--- src/rtl/alu_op_sequencer.sv ---
// alu_op_sequencer: encodes one-hot ALU op requests into the 3-bit sel,
// queues them in a small circular FIFO and sequences them through the
// external combinational ALU (issue, settle, capture). Results are written
// back into a 4x4-bit register file and shown on 'result'.
module alu_op_sequencer #(
    parameter int DEPTH = 4
) (
    input  logic       clk,
    input  logic       rst,
    input  logic       op_valid,
    output logic       op_ready,
    input  logic [7:0] op_onehot,
    input  logic [1:0] src_a,
    input  logic [1:0] src_b,
    input  logic [1:0] dst,
    input  logic       load_en,
    input  logic [1:0] load_addr,
    input  logic [3:0] load_data,
    output logic [3:0] exe_rs,
    output logic [3:0] exe_rt,
    output logic [2:0] exe_sel,
    input  logic [3:0] exe_rd,
    output logic [3:0] result,
    output logic       busy,
    output logic       done,
    output logic       err
);

    localparam int AW = $clog2(DEPTH);

    typedef enum logic [1:0] {
        S_IDLE    = 2'd0,
        S_ISSUE   = 2'd1,
        S_CAPTURE = 2'd2
    } state_e;

    typedef struct packed {
        logic [2:0] sel;
        logic [1:0] src_a;
        logic [1:0] src_b;
        logic [1:0] dst;
    } entry_t;

    state_e      state_q, state_d;
    entry_t      fifo_mem_q [DEPTH];
    logic [AW:0] wr_ptr_q, wr_ptr_d;
    logic [AW:0] rd_ptr_q, rd_ptr_d;
    logic [3:0]  regs_q [4];
    logic [3:0]  exe_rs_q, exe_rt_q, result_q;
    logic [2:0]  exe_sel_q;
    logic [1:0]  dst_q;
    logic        done_q, err_q, busy_q, busy_d;

    logic [2:0]  enc_sel;
    logic [3:0]  bit_cnt;
    logic        enc_valid;
    logic        fifo_empty, fifo_full;
    logic        accept, push, bad_req;
    logic        load_ok, load_bad;
    logic        pop, capture;
    entry_t      head, new_entry;

    assign exe_rs  = exe_rs_q;
    assign exe_rt  = exe_rt_q;
    assign exe_sel = exe_sel_q;
    assign result  = result_q;
    assign busy    = busy_q;
    assign done    = done_q;
    assign err     = err_q;

    // One-hot to binary encoder; anything other than exactly one set bit is invalid.
    always_comb begin
        // NOTE: every variable gets a default first so no path can infer a latch.
        enc_sel = '0;
        bit_cnt = '0;
        for (int i = 0; i < 8; i++) begin
            if (op_onehot[i]) begin
                enc_sel = 3'(i);
                bit_cnt = bit_cnt + 4'd1;
            end
        end
        enc_valid = (bit_cnt == 4'd1);
    end

    // FIFO status: the extra pointer bit separates full from empty.
    assign fifo_empty = (wr_ptr_q == rd_ptr_q);
    assign fifo_full  = (wr_ptr_q[AW] != rd_ptr_q[AW]) &&
                        (wr_ptr_q[AW-1:0] == rd_ptr_q[AW-1:0]);

    // A direct load blocks request acceptance for the cycle.
    assign op_ready  = !fifo_full && !load_en;
    assign accept    = op_valid && op_ready;
    assign push      = accept && enc_valid;
    assign bad_req   = accept && !enc_valid;
    assign load_ok   = load_en && fifo_empty && (state_q == S_IDLE);
    assign load_bad  = load_en && !load_ok;

    assign head      = fifo_mem_q[rd_ptr_q[AW-1:0]];
    assign new_entry = '{sel: enc_sel, src_a: src_a, src_b: src_b, dst: dst};

    assign wr_ptr_d  = wr_ptr_q + (AW+1)'(push);
    assign rd_ptr_d  = rd_ptr_q + (AW+1)'(pop);

    // FIFO pointers.
    always_ff @(posedge clk) begin
        if (rst) begin
            // NOTE: sequential state uses non-blocking assignment so all registers update together.
            wr_ptr_q <= '0;
            rd_ptr_q <= '0;
        end else begin
            wr_ptr_q <= wr_ptr_d;
            rd_ptr_q <= rd_ptr_d;
        end
    end

    // FIFO storage write.
    always_ff @(posedge clk) begin
        // NOTE: storage is not reset; the pointers alone define which entries are valid.
        if (push) begin
            fifo_mem_q[wr_ptr_q[AW-1:0]] <= new_entry;
        end
    end

    // Sequencer state register.
    always_ff @(posedge clk) begin
        if (rst) begin
            state_q <= S_IDLE;
        end else begin
            state_q <= state_d;
        end
    end

    // Sequencer next state: pop, one settle cycle, then capture.
    always_comb begin
        state_d = state_q;
        case (state_q)
            S_IDLE:    if (!fifo_empty) state_d = S_ISSUE;
            S_ISSUE:   state_d = S_CAPTURE;
            S_CAPTURE: state_d = S_IDLE;
            default:   state_d = S_IDLE;
        endcase
    end

    // Sequencer outputs: pop strobe in IDLE, write-back strobe in CAPTURE.
    always_comb begin
        pop     = 1'b0;
        capture = 1'b0;
        case (state_q)
            S_IDLE:    pop = !fifo_empty;
            S_CAPTURE: capture = 1'b1;
            default:   ;
        endcase
    end

    // busy reflects the state being entered, so the registered flag is exact.
    assign busy_d = (wr_ptr_d != rd_ptr_d) || (state_d != S_IDLE);

    // Datapath: operand issue, register file, write-back and status pulses.
    always_ff @(posedge clk) begin
        if (rst) begin
            for (int i = 0; i < 4; i++) begin
                regs_q[i] <= '0;
            end
            exe_rs_q  <= '0;
            exe_rt_q  <= '0;
            exe_sel_q <= '0;
            dst_q     <= '0;
            result_q  <= '0;
            done_q    <= 1'b0;
            err_q     <= 1'b0;
            busy_q    <= 1'b0;
        end else begin
            done_q <= capture;
            err_q  <= bad_req || load_bad;
            busy_q <= busy_d;

            if (pop) begin
                exe_rs_q  <= regs_q[head.src_a];
                exe_rt_q  <= regs_q[head.src_b];
                exe_sel_q <= head.sel;
                dst_q     <= head.dst;
            end

            // A load is only honoured in IDLE, so it never collides with capture.
            if (load_ok) begin
                regs_q[load_addr] <= load_data;
            end else if (capture) begin
                regs_q[dst_q] <= exe_rd;
            end

            if (capture) begin
                result_q <= exe_rd;
            end
        end
    end

endmodule

--- config.mk ---
export PLATFORM = sky130hd
export DESIGN_NAME = alu_op_sequencer
export DESIGN_NICKNAME = d
export VERILOG_FILES = /design/src/rtl/alu_op_sequencer.sv
export SDC_FILE = /design/constraint.sdc
export NUM_CORES = 1
export LEC_CHECK = 0
export ABC_CLOCK_PERIOD_IN_PS = 14190
export CORE_MARGIN = 1.5
export CORE_UTILIZATION = 38
export CTS_CLUSTER_SIZE = 40
export DETAILED_ROUTE_END_ITERATION = 6
export PLACE_DENSITY_LB_ADDON = 0.2
export RECOVER_POWER = 25
export SKIP_LAST_GASP = 1
export SYNTH_ARGS = -nofsm -noshare
export SYNTH_HDL_FRONTEND = slang
export SYNTH_SLANG_ARGS = --single-unit
export TNS_END_PERCENT = 5
--- constraint.sdc ---
create_clock -name clk -period 14.19 [get_ports clk]
set_input_delay 4.257 -clock clk [delete_from_list [all_inputs] [get_ports clk]]
set_output_delay 4.257 -clock clk [all_outputs]
set_load 0.02 [all_outputs]
After elaboration in Yosys (flattened, before gate mapping) --
Memory sizes are Yosys's and may differ from the RTL's. A register that Yosys moved wholly into a read port is not among the register bits. Index checks and enable logic that the tools add are counted.
Cells by class: add/sub/neg operators 9, eq/ne operators 7, muxes and demuxes 37, reduce and logical (&&, ||, !) cells 19
Operators by type and width (count):
- two-way mux 4 bit | 9
- adder 4 x 1 -> 4 bit (second input constant) | 7
- two-way mux 3 bit | 6
- two-way mux 1 bit | 17
- logical AND 1 bit | 8
- two-way mux 2 bit | 4
- OR reduction 4 bit | 2
- adder 3 x 1 -> 3 bit | 2
- zero test 1 bit | 5
- == test 4 x 1 -> 1 bit (second input constant) | 1
- case mux 2 bit (2 select lines) | 1
- == test 3 bit | 1
- != test 3 bit | 1
- == test 2 x 1 -> 1 bit (second input constant) | 1
- == test 2 bit | 1
- == test 2 bit (second input constant) | 1
- zero test 2 bit | 1
- logical OR 1 bit | 2
- nonzero test 2 bit | 1
- != test 1 bit | 1
Word-level totals: register bits 20, RAM bits 52, input port bits 28, output and inout port bits 19, word-level logic and storage cells 83, memories kept 2
Memory list:
- fifo_mem_q | depth 4, width 9, rd ports 1, clocked after Yosys merged registers in 1, wr ports 1, RTL line 45 | entry_t fifo_mem_q [DEPTH];
- regs_q | depth 4, width 4, rd ports 2, clocked after Yosys merged registers in 2, wr ports 4, RTL line 48 | logic [3:0] regs_q [4];

Depth between registers and ports, before layout --
depth after elaboration 20, depth in mapped cells 29, gate-level depth less buffers 29

Worst setup path before layout --
No wires, ideal clock.
kind input-to-reg, start point input op_onehot[0], end point memory fifo_mem_q[0][0] (netlist name) (enable), library setup time 0.399 ns, arrival 9.095 ns, data required time 13.791 ns, path slack 4.696 ns, stages on the path 22, buffers on the path 0, cells stage by stage inv_1 -> ha_1 -> xor2_2 -> ha_1 -> nor2b_1 -> nor2_1 -> ha_1 -> nand2_1 -> o31ai_1 -> ha_1 -> inv_1 -> a221o_1 -> a21oi_1 -> ha_1 -> mux2_2 -> ha_1 -> nor2b_1 -> nand2_1 -> o311a_1 -> a221oi_2 -> o211ai_2 -> nor4_1
Between the ends: cells in the longest elaborated chain, start to end 19
Ends and longest elaborated chain:
- from (decl) | RTL line 12 | input logic [7:0] op_onehot,
- two-way mux 1 bit * | RTL line 77 | if (op_onehot[i]) begin
- adder 4 x 1 -> 4 bit | RTL line 79 | bit_cnt = bit_cnt + 4'd1;
- two-way mux 4 bit * | RTL line 77
- adder 4 x 1 -> 4 bit | RTL line 79
- two-way mux 4 bit * | RTL line 77
- adder 4 x 1 -> 4 bit | RTL line 79
- two-way mux 4 bit * | RTL line 77
- adder 4 x 1 -> 4 bit | RTL line 79
- [... 3 more ...]
- adder 4 x 1 -> 4 bit | RTL line 79
- two-way mux 4 bit * | RTL line 77
- adder 4 x 1 -> 4 bit | RTL line 79
- two-way mux 4 bit * | RTL line 77
- == test 4 x 1 -> 1 bit * | RTL line 82 | enc_valid = (bit_cnt == 4'd1);
- logical AND 1 bit * | RTL line 93 | assign push = accept && enc_valid;
- two-way mux 1 bit * | RTL line 119 | if (push) begin
- two-way mux 1 bit (not written as such) * | RTL line 120 | fifo_mem_q[wr_ptr_q[AW-1:0]] <= new_entry;
- to (decl) | RTL line 45
Every way passes the cells marked *; elsewhere a longest branch is shown, timed or not.

Worst setup path after layout --
start point input op_onehot[1], end point register busy_q, in the netlist busy
Between the ends: cells in the longest elaborated chain, start to end 18
Ends and longest elaborated chain:
- two-way mux 4 bit * | RTL line 77
- adder 4 x 1 -> 4 bit | RTL line 79
- two-way mux 4 bit * | RTL line 77
- adder 4 x 1 -> 4 bit | RTL line 79
- two-way mux 4 bit * | RTL line 77
- adder 4 x 1 -> 4 bit | RTL line 79
- two-way mux 4 bit * | RTL line 77
- adder 4 x 1 -> 4 bit | RTL line 79
- [... 3 more ...]
- adder 4 x 1 -> 4 bit | RTL line 79
- two-way mux 4 bit * | RTL line 77
- == test 4 x 1 -> 1 bit * | RTL line 82
- logical AND 1 bit * | RTL line 93
- adder 3 x 1 -> 3 bit * | RTL line 101 | assign wr_ptr_d = wr_ptr_q + (AW+1)'(push);
- named net wr_ptr_d[1] | RTL line 46 | logic [AW:0] wr_ptr_q, wr_ptr_d;
- != test 3 bit * | RTL line 156 | assign busy_d = (wr_ptr_d != rd_ptr_d) || (state_d != S_IDLE);
- logical OR 1 bit * | RTL line 156
- to (signal assigned) | RTL line 175 | busy_q <= busy_d;
- to (decl) | RTL line 52 | logic done_q, err_q, busy_q, busy_d;
Mark *: on every way through the listed nets, which the timed path passes. The rest lies on a longest branch. A chain may end at the register's enable or synchronous reset.

==> summary.md <==
| Metric | Value |
|---|---|
| Setup crit end kind | `flip-flop` |
| Clock sinks | `80` |
| Share of cells above drive strength 1 | `13.4%` |
| DIE AREA | `10800 µm²` |
| Slowest CP cell | `clkdlybuf4s50_1` |
| Fill cells | `888` |
| Setup crit start kind | `input port` |
| Die width | `104 µm` |
| Drt drc | `0` |
| Clock slew at reported path FFs | `90 ps` |
| R2R Setup Slk | `10420 ps` |
| Clk Latency, worst-skew pair | `360 ps` |
| Core area | `9860 µm²` |
| Total CTS buffers | `9` |
| Vias per cell | `5.07` |
| Vias | `2573` |
| Worst Path Required | `14380 ps` |
| WL final | `7700 µm` |
| CTS hold repair buffers | `0` |
| Syn nets | `360` |
| Slew @ Worst Pin | `1450 ps` |
| DR pass1 iterations | `4` |
| Post-CTS setup buffer count | `0` |
| Reg2reg start | `rd_ptr_q[0]$_SDFF_PP0_` |
| # nets final | `408` |
| Port-buffer cells | `46` |
| Max-cap viol count | `0` |
| Max IR drop VDD | `0.0676 mV` |
| Post-Place Setup Slack | `3890 ps` |
| Synth warnings | `0` |
| # diodes | `0` |
| Slew Limit Fails | `0` |
| Slew headroom | `3.20%` |
| Main synth FF type | `edfxtp_1` |
| Async SR Flop Fraction | `0%` |
| Netlist cell types | `52` |
| Post-CTS resize count | `0` |
| Mapped Cells | `321` |
| Setup slack after layout | `about 4200 ps` |
| Hold WS | `between 400 and 500 ps` |
| Gp weighted congestion | `0.829` |
| Avg Cell Area, Syn | `12.1 µm²` |
| CP Max Fanout | `5` |
| Worst path arrival time | `10160 ps` |
| Remaining antenna violation count | `0` |
| Leak | `about 1.7 nW` |
| Row count | `36` |
| Worst Setup SP | `op_onehot[1]` |
| Number of synthesized flops with an enable pin | `between 50 and 60` |
| Setup Crit Path Kind | `in -> reg` |
| HPWL after detailed placement | `5690 µm` |
| I/O pin total | `47` |
| First-pass GRT wire length | `~13000 µm` |
| TritonCTS clock tree | `built` |
| Avg WL per Cell | `15.2 µm` |
| Most Frequent Cell on Critical Path | `ha_1` |
| CTS H-tree lvls | `3` |
| Placed Cells | `491` |
| Final setup fails | `0` |
| Pwr/cell area | `~150 nW/µm²` |
| Worst r2r path cells | `10` |
| GRT Util Overall | `15.1%` |
| Slowest Stage Delay on Critical Path | `between 500 and 600 ps` |
| Tcrit/Tclk final | `70.2%` |
| Fin cells | `between 500 and 600` |
| Fmax | `100 MHz` |
| Seq/Total Area, Yosys | `between 50% and 60%` |
| Reg2Reg Capture Point | `busy$_SDFF_PP0_` |
| Largest net degree at the start of global routing | `34` |
| Minimum clock period | `9960 ps` |
| RSZ-0062 raised after global routing | `no` |
| Vias in the first global route | `2592` |
| Initial antenna violation count | `0` |
| Die Height | `104 µm` |
| Drt first-iter violations | `97` |
| Maximum clock path buffer count | `2` |
| Final Skew | `~11 ps` |
| Setup TNS | `0 ps` |
| Final hold vios | `0` |
| Mapped cell area | `3880 µm²` |
| Final core occ | `47.6%` |
| Initial Util | `39.4%` |
| Layout area overhead | `20.8%` |
| Total gr overflow | `0` |
| Status | `completed` |
| Hold Path Class | `reg -> reg` |
| End of the critical path | `busy$_SDFF_PP0_` |
| Synthesized flop and latch total | `80` |
| Clock root cell | `clkbuf_8` |
[per-layer routing]
layer	share of wire (%)	track usage, %
met1	43	17.6
met2	52	26.8
met3	3.1	3.70
met4	1.4	6.05
met5	0	0
[where the power goes]
part           internal, mW  switching (mW)  leakage, nW
Sequential            0.278          0.0234        0.718
Combinational         0.115           0.127        0.868
Clock                0.0850          0.0931        0.103
[stage by stage]
step,cell area [µm²],power (mW)
detailed placement,4490,0.554
global route,4690,0.767
CTS,4700,0.732
global placement,4490,0.549
finish,4690,0.721
floorplan,3880,0.480
[sequential cells by signal, summed over array words and instances, names as in the netlist, 2 cells and up]
name        flops
wr_ptr_q        3
dst_q           2
result          4
exe_sel         3
state_q         2
fifo_mem_q     36
exe_rs          4
regs_q         16
rd_ptr_q        3
exe_rt          4
[cell usage after synthesis, drive strengths merged, types with 3 or more instances]
master  instances  share of area, %
a21oi          22               2.8
mux2i           4               1.0
dfxtp          28                14
clkbuf         10              0.97
or2             3              0.48
nor2           33               3.2
o21ai           4              0.52
mux4           17               9.9
nor3            4              0.52
ha             11               3.5
edfxtp         52                40
buf             4              0.58
inv            13               1.3
nand2          45               4.3
nor2b           8               1.3
nand2b          6              0.97
xnor2           7               1.6
a22oi           4              0.77
xor2            9               2.2
[worst max-delay path: cells and delay by family]
kind,cells,cell delay [ps]
AOI/OAI and AO/OA,8,1630
xor gates and xnor gates,2,410
adders and majority gates,8,2210
buffers and inverters,3,610
muxes,1,270
and+or+nand+nor,6,770
[worst min-delay path by stage]
stage / from / to / depth (start not counted)
global route: state_q[1]$_SDFF_PP0_ / state_q[1]$_SDFF_PP0_ / 1
detailed placement: exe_rt[2]$_SDFFE_PP0P_ / exe_rt[2]$_SDFFE_PP0P_ / 2
CTS: exe_rt[2]$_SDFFE_PP0P_ / exe_rt[2]$_SDFFE_PP0P_ / 2
global placement: state_q[1]$_SDFF_PP0_ / state_q[1]$_SDFF_PP0_ / 1
finish: state_q[1]$_SDFF_PP0_ / state_q[1]$_SDFF_PP0_ / 1
floorplan: state_q[1]$_SDFF_PP0_ / state_q[1]$_SDFF_PP0_ / 1
[cells by family after synthesis]
logic type,count (synthesis),share of synthesized area [%]
simple gates,113,13.7
flops,80,54.6
compound gates,48,8.34
buf+inv,28,2.90
mux,22,11.2
xor+xnor,19,5.70
fa+ha+maj,11,3.54
[final cells by class]
cell class                      instances  area [µm²]  area share [%]
Tap cell                              133         166            3.55
Multi-Input combinational cell        213        1650            35.2
Sequential cell                        80        2120            45.2
Inverter                               14        52.6            1.12
Clock buffer                            9         124            2.64
Clock inverter                          7        83.8            1.79
Timing Repair Buffer                   51         494            10.5
[cell usage in the layout (no fill, tap or decap), drive strengths merged, types with 2 or more instances in the layout]
cell type / n
nor3: 4
o21ai: 4
or2: 3
dfxtp: 28
edfxtp: 52
a21oi: 22
o31ai: 2
nand2b: 6
o21a: 2
mux2i: 4
nand2: 45
xnor3: 2
xor2: 9
inv: 18
ha: 11
a22oi: 4
clkdlybuf4s50: 39
nor4b: 2
nand3: 2
nor2b: 8
dlygate4sd3: 7
clkbuf: 10
nor4: 2
and3b: 2
xnor2: 7
nor2: 33
buf: 4
nor3b: 2
mux4: 17
Note: power is estimated with default switching activity, not from simulation.
